[src/rtl/timer_sm_pkg.sv]
// Shared types and helpers for the go/kill/pause timer state machine.
package timer_sm_pkg;

  localparam int unsigned STATE_W = 3;

  typedef enum logic [STATE_W-1:0] {
    ST_IDLE   = 3'd0,
    ST_ACTIVE = 3'd1,
    ST_PAUSED = 3'd2,
    ST_ABORT  = 3'd3,
    ST_FINISH = 3'd4
  } state_e;

  // Busy covers every state in which a run is still in flight.
  function automatic logic state_busy(input state_e s);
    return (s == ST_ACTIVE) || (s == ST_PAUSED) || (s == ST_FINISH);
  endfunction

  // Six-character ASCII name for wave viewers and debug prints.
  function automatic logic [47:0] state_name(input logic [STATE_W-1:0] s);
    case (s)
      3'd0:    return "IDLE  ";
      3'd1:    return "ACTIVE";
      3'd2:    return "PAUSED";
      3'd3:    return "ABORT ";
      3'd4:    return "FINISH";
      default: return "ILLEGL";
    endcase
  endfunction

endpackage

[src/rtl/timer_sm_param_if.sv]
// Control and status bundle between a timer client and timer_sm_param.
interface timer_sm_param_if #(
  parameter int unsigned WIDTH = 7
);
  logic             i_go;
  logic             i_kill;
  logic             i_pause;
  logic             i_reload;
  logic [WIDTH-1:0] i_term;
  logic [WIDTH-1:0] r_count;
  logic             o_done;
  logic             o_aborted;
  logic             o_busy;
  logic [2:0]       o_state;

  modport master (
    output i_go, i_kill, i_pause, i_reload, i_term,
    input  r_count, o_done, o_aborted, o_busy, o_state
  );

  modport slave (
    input  i_go, i_kill, i_pause, i_reload, i_term,
    output r_count, o_done, o_aborted, o_busy, o_state
  );
endinterface

[src/rtl/timer_sm_param.sv]
// Counts 0..term after a go request, with pause, kill and optional auto-reload.
module timer_sm_param
  import timer_sm_pkg::*;
#(
  parameter int unsigned WIDTH        = 7,
  parameter int unsigned DEFAULT_TERM = 100
) (
  input  logic             i_clk,
  input  logic             reset,
  timer_sm_param_if.slave  bus
);

  state_e           state_q, state_d;
  logic [WIDTH-1:0] count_q, count_d;
  logic [WIDTH-1:0] term_q, term_d;
  logic             aborted_q, aborted_d;
  logic             done_q, done_d;
  logic             busy_q, busy_d;
  logic             start_c;

  assign start_c = bus.i_go && !bus.i_kill;

  // Next-state selection; kill always wins outside IDLE.
  always_comb begin
    state_d = state_q;
    case (state_q)
      ST_IDLE:   if (start_c) state_d = ST_ACTIVE;
      ST_ACTIVE: begin
        if (bus.i_kill)              state_d = ST_ABORT;
        else if (bus.i_pause)        state_d = ST_PAUSED;
        else if (count_q == term_q)  state_d = ST_FINISH;
      end
      ST_PAUSED: begin
        if (bus.i_kill)              state_d = ST_ABORT;
        else if (!bus.i_pause)       state_d = ST_ACTIVE;
      end
      ST_ABORT:  if (!bus.i_kill) state_d = ST_IDLE;
      ST_FINISH: begin
        if (bus.i_kill)              state_d = ST_ABORT;
        else if (bus.i_reload)       state_d = ST_ACTIVE;
        else                         state_d = ST_IDLE;
      end
      default:                       state_d = ST_IDLE;
    endcase
  end

  // Count/term datapath; count can only advance while below the latched term.
  always_comb begin
    count_d   = count_q;
    term_d    = term_q;
    aborted_d = aborted_q;
    case (state_q)
      ST_IDLE: begin
        if (start_c) begin
          term_d    = bus.i_term;
          count_d   = '0;
          aborted_d = 1'b0;
        end
      end
      ST_ACTIVE: begin
        if (!bus.i_kill && !bus.i_pause && (count_q != term_q))
          count_d = count_q + WIDTH'(1);
      end
      ST_PAUSED: count_d = count_q;
      default:   count_d = '0;
    endcase
    if (state_d == ST_ABORT) begin
      count_d   = '0;
      aborted_d = 1'b1;
    end
    if (state_d == ST_FINISH) count_d = '0;
  end

  // Status flags are registered from the next state so they align with o_state.
  always_comb begin
    done_d = (state_d == ST_FINISH);
    busy_d = state_busy(state_d);
  end

  always_ff @(posedge i_clk) begin
    if (reset) begin
      state_q   <= ST_IDLE;
      count_q   <= '0;
      term_q    <= WIDTH'(DEFAULT_TERM);
      aborted_q <= 1'b0;
      done_q    <= 1'b0;
      busy_q    <= 1'b0;
    end else begin
      state_q   <= state_d;
      count_q   <= count_d;
      term_q    <= term_d;
      aborted_q <= aborted_d;
      done_q    <= done_d;
      busy_q    <= busy_d;
    end
  end

  assign bus.r_count   = count_q;
  assign bus.o_done    = done_q;
  assign bus.o_aborted = aborted_q;
  assign bus.o_busy    = busy_q;
  assign bus.o_state   = state_q;

endmodule

[src/flat_wrapper.sv]
// flat-port wrapper written by rule: the top's interface ports become plain ports
module timer_sm_param_flat import timer_sm_pkg::*;
#(
  parameter int unsigned WIDTH        = 7,
  parameter int unsigned DEFAULT_TERM = 100
)
  (i_clk, reset, bus_i_go, bus_i_kill, bus_i_pause, bus_i_reload, bus_i_term, bus_r_count, bus_o_done, bus_o_aborted, bus_o_busy, bus_o_state);
  timer_sm_param_if #(.WIDTH(WIDTH)) bus_i ();
  input  logic i_clk;
  input  logic reset;
  input wire logic [$bits(bus_i.i_go)-1:0] bus_i_go;
  input wire logic [$bits(bus_i.i_kill)-1:0] bus_i_kill;
  input wire logic [$bits(bus_i.i_pause)-1:0] bus_i_pause;
  input wire logic [$bits(bus_i.i_reload)-1:0] bus_i_reload;
  input wire logic [$bits(bus_i.i_term)-1:0] bus_i_term;
  output wire logic [$bits(bus_i.r_count)-1:0] bus_r_count;
  output wire logic [$bits(bus_i.o_done)-1:0] bus_o_done;
  output wire logic [$bits(bus_i.o_aborted)-1:0] bus_o_aborted;
  output wire logic [$bits(bus_i.o_busy)-1:0] bus_o_busy;
  output wire logic [$bits(bus_i.o_state)-1:0] bus_o_state;
  assign bus_i.i_go = bus_i_go;
  assign bus_i.i_kill = bus_i_kill;
  assign bus_i.i_pause = bus_i_pause;
  assign bus_i.i_reload = bus_i_reload;
  assign bus_i.i_term = bus_i_term;
  assign bus_r_count = bus_i.r_count;
  assign bus_o_done = bus_i.o_done;
  assign bus_o_aborted = bus_i.o_aborted;
  assign bus_o_busy = bus_i.o_busy;
  assign bus_o_state = bus_i.o_state;
  timer_sm_param #(.WIDTH(WIDTH), .DEFAULT_TERM(DEFAULT_TERM)) u_core (.i_clk(i_clk), .reset(reset), .bus(bus_i));
endmodule
[config.mk]
export PLATFORM = sky130hd
export DESIGN_NAME = timer_sm_param_flat
export DESIGN_NICKNAME = d
export VERILOG_FILES = /design/src/rtl/timer_sm_pkg.sv /design/src/rtl/timer_sm_param_if.sv /design/src/rtl/timer_sm_param.sv /design/src/flat_wrapper.sv
export SDC_FILE = /design/constraint.sdc
export NUM_CORES = 1
export LEC_CHECK = 0
export CAP_MARGIN = 20
export CELL_PAD_IN_SITES_DETAIL_PLACEMENT = 0
export CELL_PAD_IN_SITES_GLOBAL_PLACEMENT = 1
export CORE_MARGIN = 3
export CORE_UTILIZATION = 23
export CTS_CLUSTER_SIZE = 8
export DETAILED_ROUTE_END_ITERATION = 10
export PLACE_DENSITY = 0.55
export SYNTH_ARGS = -nofsm -noshare
export SYNTH_HDL_FRONTEND = slang
export SYNTH_SLANG_ARGS = --single-unit
[constraint.sdc]
create_clock -name i_clk -period 2.25 [get_ports i_clk]
set_clock_uncertainty 0.2 [all_clocks]
set_input_delay 0.45 -clock i_clk [delete_from_list [all_inputs] [get_ports i_clk]]
set_output_delay 0.45 -clock i_clk [all_outputs]
set_load 0.05 [all_outputs]
# ---- After elaboration in Yosys (flattened, before gate mapping)
# Index checks and enable logic that the tools add are counted.
dict set report word_totals {
  register_bits 20
  in_bits 13
  out_inout_bits 13
}
dict set report op_classes {
  addsub 1
  n_eq_ne 12
  mux 16
  bitwise 1
  reduce_logical 14
}
# operator n
set ops {}
lappend ops {{$mux 3} 8}
lappend ops {{$pmux 7 s3} 1}
lappend ops {{$pmux 3 s5} 1}
lappend ops {{$mux 7} 2}
lappend ops {{$eq 3x2->1 const B} 4}
lappend ops {{$add 7x1->7 const B} 1}
lappend ops {{$eq 7x7->1} 1}
lappend ops {{$ne 7x7->1} 1}
lappend ops {{$eq 3x1->1 const B} 2}
lappend ops {{$eq 3x3->1 const B} 2}
lappend ops {{$mux 1} 4}
lappend ops {{$ne 2x1->1 const B} 2}
lappend ops {{$reduce_and 2->1} 2}
lappend ops {{$reduce_bool 2->1} 2}
lappend ops {{$logic_and 1x1->1} 3}
lappend ops {{$logic_not 3->1} 1}
lappend ops {{$reduce_and 3->1} 1}
lappend ops {{$reduce_or 3->1} 1}
lappend ops {{$logic_not 1->1} 2}
lappend ops {{$logic_or 1x1->1} 2}
lappend ops {{$not 1->1} 1}

# ---- Depth between registers and ports, before layout
# Gate-level depths: netlist of run 1.
dict set report logic_depth {
  word_depth 8
  depth_mapped 6
  ltp_nobuf 5
}

# ---- Worst setup path before layout of run 1
# OpenSTA, ideal clock, no wires.
dict set report synth_path {
  path_kind {reg-to-reg}
  startpoint {reg u_core.state_q[0], in the netlist u_core.bus.o_state[0]}
  endpoint {reg u_core.count_q[6], in the netlist u_core.bus.r_count[6]}
  arrival_time_ps 1851
  required_time_ps 1979
  path_slack_ps 128
  path_stages_with_launch 7
  cell_sequence {dfxtp_1 -> buf_4 -> nor4b_4 -> a211oi_1 -> a31o_4 -> or4_1 -> a21oi_1}
}
dict set report synth_between {
  elab_chain_len 6
  word_cells_on_any_way 21
}
# item line_no
set synth_lines {}
lappend synth_lines {{start: declaration} timer_sm_param.sv:13} ;# state_e state_q, state_d;
lappend synth_lines {{start signal: assignment} timer_sm_param.sv:89} ;# state_q <= state_d;
lappend synth_lines {{$mux 3} timer_sm_param.sv:31} ;# else if (count_q == term_q) state_d = ST_FINISH;
lappend synth_lines {{$mux 3} timer_sm_param.sv:30} ;# else if (bus.i_pause) state_d = ST_PAUSED;
lappend synth_lines {{$mux 3} timer_sm_param.sv:29} ;# if (bus.i_kill) state_d = ST_ABORT;
lappend synth_lines {{$pmux 3 s5} timer_sm_param.sv:26} ;# case (state_q)
lappend synth_lines {{$eq 3x2->1 or $eq 3x3->1 (tied branches)} {timer_sm_param.sv:67, timer_sm_param.sv:71}}
lappend synth_lines {{$reduce_or 3->1 (no line)} -}
lappend synth_lines {{end signal: assignment} timer_sm_param.sv:90} ;# count_q <= count_d;
lappend synth_lines {{end: declaration} timer_sm_param.sv:14} ;# logic [WIDTH-1:0] count_q, count_d;
# Several ways; a longest one is shown, not always the timed one.
# A chain may end at the register's enable or synchronous reset.

# ---- Worst setup path after layout of run 1
dict set report layout_path {
  startpoint {reg u_core.count_q[6], in the netlist u_core.bus.r_count[6]}
  endpoint {out bus_r_count[6]}
}
# item line_no
set layout_lines {}
lappend layout_lines {{end: declaration} flat_wrapper.sv:16} ;# output wire logic [$bits(bus_i.r_count)-1:0] bus_r_count;
# No word-level cell between the ends.

==> impl_metrics.ini, run 1 <==
[outcome]
status = finished, final reports clean

[detailed_routing]
wl_met1_um = 1132
drc = 0
routed_via_density = 4.780
wl_met2_um = 1300
drtIter0Drc = 10
ant_nets = 0
firstDrtPassIters = 4
wl_met3_um = 137
num_vias = 980
detail_route.wl_per_cell_um = 12.78
wirelength_um = 2620
dr.max_layer_used = met4

[sta]
finalCritPeriodShare_pct = 94.88
slew_headroom_pct = 66.85
finalSetupViolations = 0
fmax_mhz = 468.4
fin_setup_tns_ns = 0
hold_violations = 0
grt_setup_unrepaired = no
final_max_slew_viol_count = 0
min_period_ns = 2.135
tightest_slew_ns = 0.4957

[synth]
synthSimpleGateAreaFrac_pct = 22.31
synth_edf_count = 0
synth_compound_area_share_pct = 18.93
yosysSeqAreaShare_pct = 37.38
synth_nets = 134
netlist_instances = 120
ys_seq_elements = 20
netlist_top_cells_count = 20 x dfxtp_1, 11 x nor2_1, 10 x nand2_1, 9 x a21oi_1, 8 x inv_1
synth.avg_cell_area_um2 = 8.925
synth_area_mm2 = 0.001071
synth.distinct_cells = 40
synth_ff_type = dfxtp_1
yosysTopAreaCellShare_pct = 37.38
synth_top_area_cell = dfxtp_1
ys_top_cells_by_area = dfxtp_1 37%, xor2_1 4.9%, mux2i_1 4.7%
synth_top_family_by_area = simple AND/OR/NAND/NOR gates
synthMuxAreaShare_pct = 4.673
ys_async_sr_fraction_pct = 0
synthAdderAreaFrac_pct = 1.168
synth_xor_area_share_pct = 8.061
yosysWarnings = 0
yosysMostFrequentCell = dfxtp_1

[cells_and_area]
num-nets-final = 168
antenna_cells = 0
fin_util_pct = 32.99
drive_gt1_share_pct = 21.57
syn_to_final_growth_pct = 35.98

[global_routing]
grt_pass1_vias = 916
grt_pass1_wl_um = 4360
groute.usage.overall_pct = 10.24
gr-total-overflow = 0
grt_max_degree = 16
antenna_found_initial = 0

[power]
power.density_mw_per_mm2 = 616.3
irDropWorstVdd_v = 0.0002543
leakagePower_nw = 0.6055

[worst_hold_path]
min_path_type = reg -> reg

[clock_tree]
numCtsBuffers = 3
cts_max_level = 1
clk_path_buf_depth = 2
cts_sinks = 20
clk_pin_slew_ns = 0.07
cts_setup_buffers = 0
cts_root_buf = clkbuf_8
clock_latency_ns = 0.26
cts_tree = built

[placement]
portBuffers = 25
dp_hpwl_um = 2025
gp_congestion = 0.7029

[critical_path]
crit_required_ns = 1.60
cp_top_family = buffers and inverters
crit_slowest_cell = clkdlybuf4s50_1
cp_max_fo = 4
crit_path_cell_trace = clkdlybuf4s50_1
crit_path_start_kind = flop
setup.worst_path.end_class = primary output
cp_num_buf_inv = 1
critPathArrivalTime_ns = 1.48
crit_type = reg -> out
slowest_delay_ns = 0.83

[floorplan]
core_mm2 = 0.004414
die_h_um = 74.24
io_pins = 26
start_util_pct = 24.26
die-area_mm2 = 0.005512
rows = 24
die_w_um = 74.24

[run]
drv_cap = 0
## registers in the layout, indices dropped and copies added, names as in the netlist
name,cells
u_core.term_q,7
u_core.bus.o_done,1
u_core.bus.o_busy,1
u_core.bus.r_count,7
u_core.bus.o_state,3
u_core.bus.o_aborted,1
## area by class of cell
class | instances | area, um2
Fill cell | 455 | 2958
Multi-Input combinational cell | 85 | 590.6
Clock buffer | 4 | 55.05
Tap cell | 52 | 65.06
Timing Repair Buffer | 36 | 315.3
Inverter | 8 | 30.03
Sequential cell | 20 | 400.4
## final timing paths
kind	from	endpoint	slack, ns	cells past startpoint
min	u_core.bus.o_aborted	u_core.bus.o_aborted	0.27	2
max	u_core.bus.r_count[6]	bus_r_count[6]	0.12	1
min reg2reg	u_core.bus.o_aborted	u_core.bus.o_aborted	0.27	2
max reg2reg	u_core.bus.o_state[1]	u_core.bus.r_count[4]	0.25	5
## timing repair
item | in CTS | in global routing
resized for setup | 0 | 1
hold buffers | 0 | 0
setup endpoints to repair | 0 | 2
## worst register-to-register path, delay by kind of cell (launching register included)
kind,cells,cell delay [ns]
AOI/OAI and AO/OA,3,0.51
and+or+nand+nor,2,0.80
DFF,1,0.43
## cell usage in the layout, fill, tap and decap left out, types with 3 or more instances in the layout
master and count:
nand2_1 10, buf_4 19, dfxtp_1 20, clkdlybuf4s50_1 16
mux2i_1 5, a211oi_1 3, xor2_1 6, or4_1 3
a211o_1 3, inv_1 8, nor3_1 4, clkbuf_8 4
a21oi_1 9, o21ai_0 3, nand4_1 3, nor2_1 11
## cells by family (layout without fill, tap and decap cells)
kind of cell,after synthesis,count (layout)
DFF,20,20
adders and majority gates,1,1
xor gates and xnor gates,9,9
and+or+nand+nor,41,41
muxes,5,5
AOI/OAI and AO/OA,29,29
buffers and inverters,15,48
## stage by stage
stage	std cells	setup slack, ns	cell area [um2]	hold WS (ns)	power (mW)
after floorplan	120	0.1282	1071	0.2562	0.5555
after global placement	201	-0.1943	1399	0.2490	0.6310
after detailed placement	201	-0.2554	1399	0.2657	0.6339
after CTS	205	0.01493	1454	0.2766	0.9181
after global routing	205	0.03793	1456	0.3019	0.9473
final	205	0.1152	1456	0.2726	0.8976
## power breakdown
part | switching, mW | internal [mW] | leakage, nW
clock network | 0.118 | 0.156 | 0.0288
registers | 0.0227 | 0.374 | 0.163
logic | 0.123 | 0.104 | 0.414
## metal layers
layer  up-vias  global-route usage (%)
li1        494                       -
met1       458                   12.66
met2        24                   17.32
met3         4                   2.568
met4         0                   3.557
met5         -                       0
Note: power is estimated with default switching activity, not from simulation.
==> run 2, diff against run 1 <==
--- a/config.mk
+++ b/config.mk
@@ -13,6 +13,7 @@
 export CTS_CLUSTER_SIZE = 8
 export DETAILED_ROUTE_END_ITERATION = 10
 export PLACE_DENSITY = 0.55
+export SKIP_LAST_GASP = 1
 export SYNTH_ARGS = -nofsm -noshare
 export SYNTH_HDL_FRONTEND = slang
 export SYNTH_SLANG_ARGS = --single-unit
==> results of run 2 <==
Final layout, timing and power as in run 1 (identical DEF).
==> run 3, diff against run 2 <==
--- a/config.mk
+++ b/config.mk
@@ -13,7 +13,6 @@
 export CTS_CLUSTER_SIZE = 8
 export DETAILED_ROUTE_END_ITERATION = 10
 export PLACE_DENSITY = 0.55
-export SKIP_LAST_GASP = 1
 export SYNTH_ARGS = -nofsm -noshare
 export SYNTH_HDL_FRONTEND = slang
 export SYNTH_SLANG_ARGS = --single-unit
==> results of run 3 <==
Final layout, timing and power as in run 1 (identical DEF).
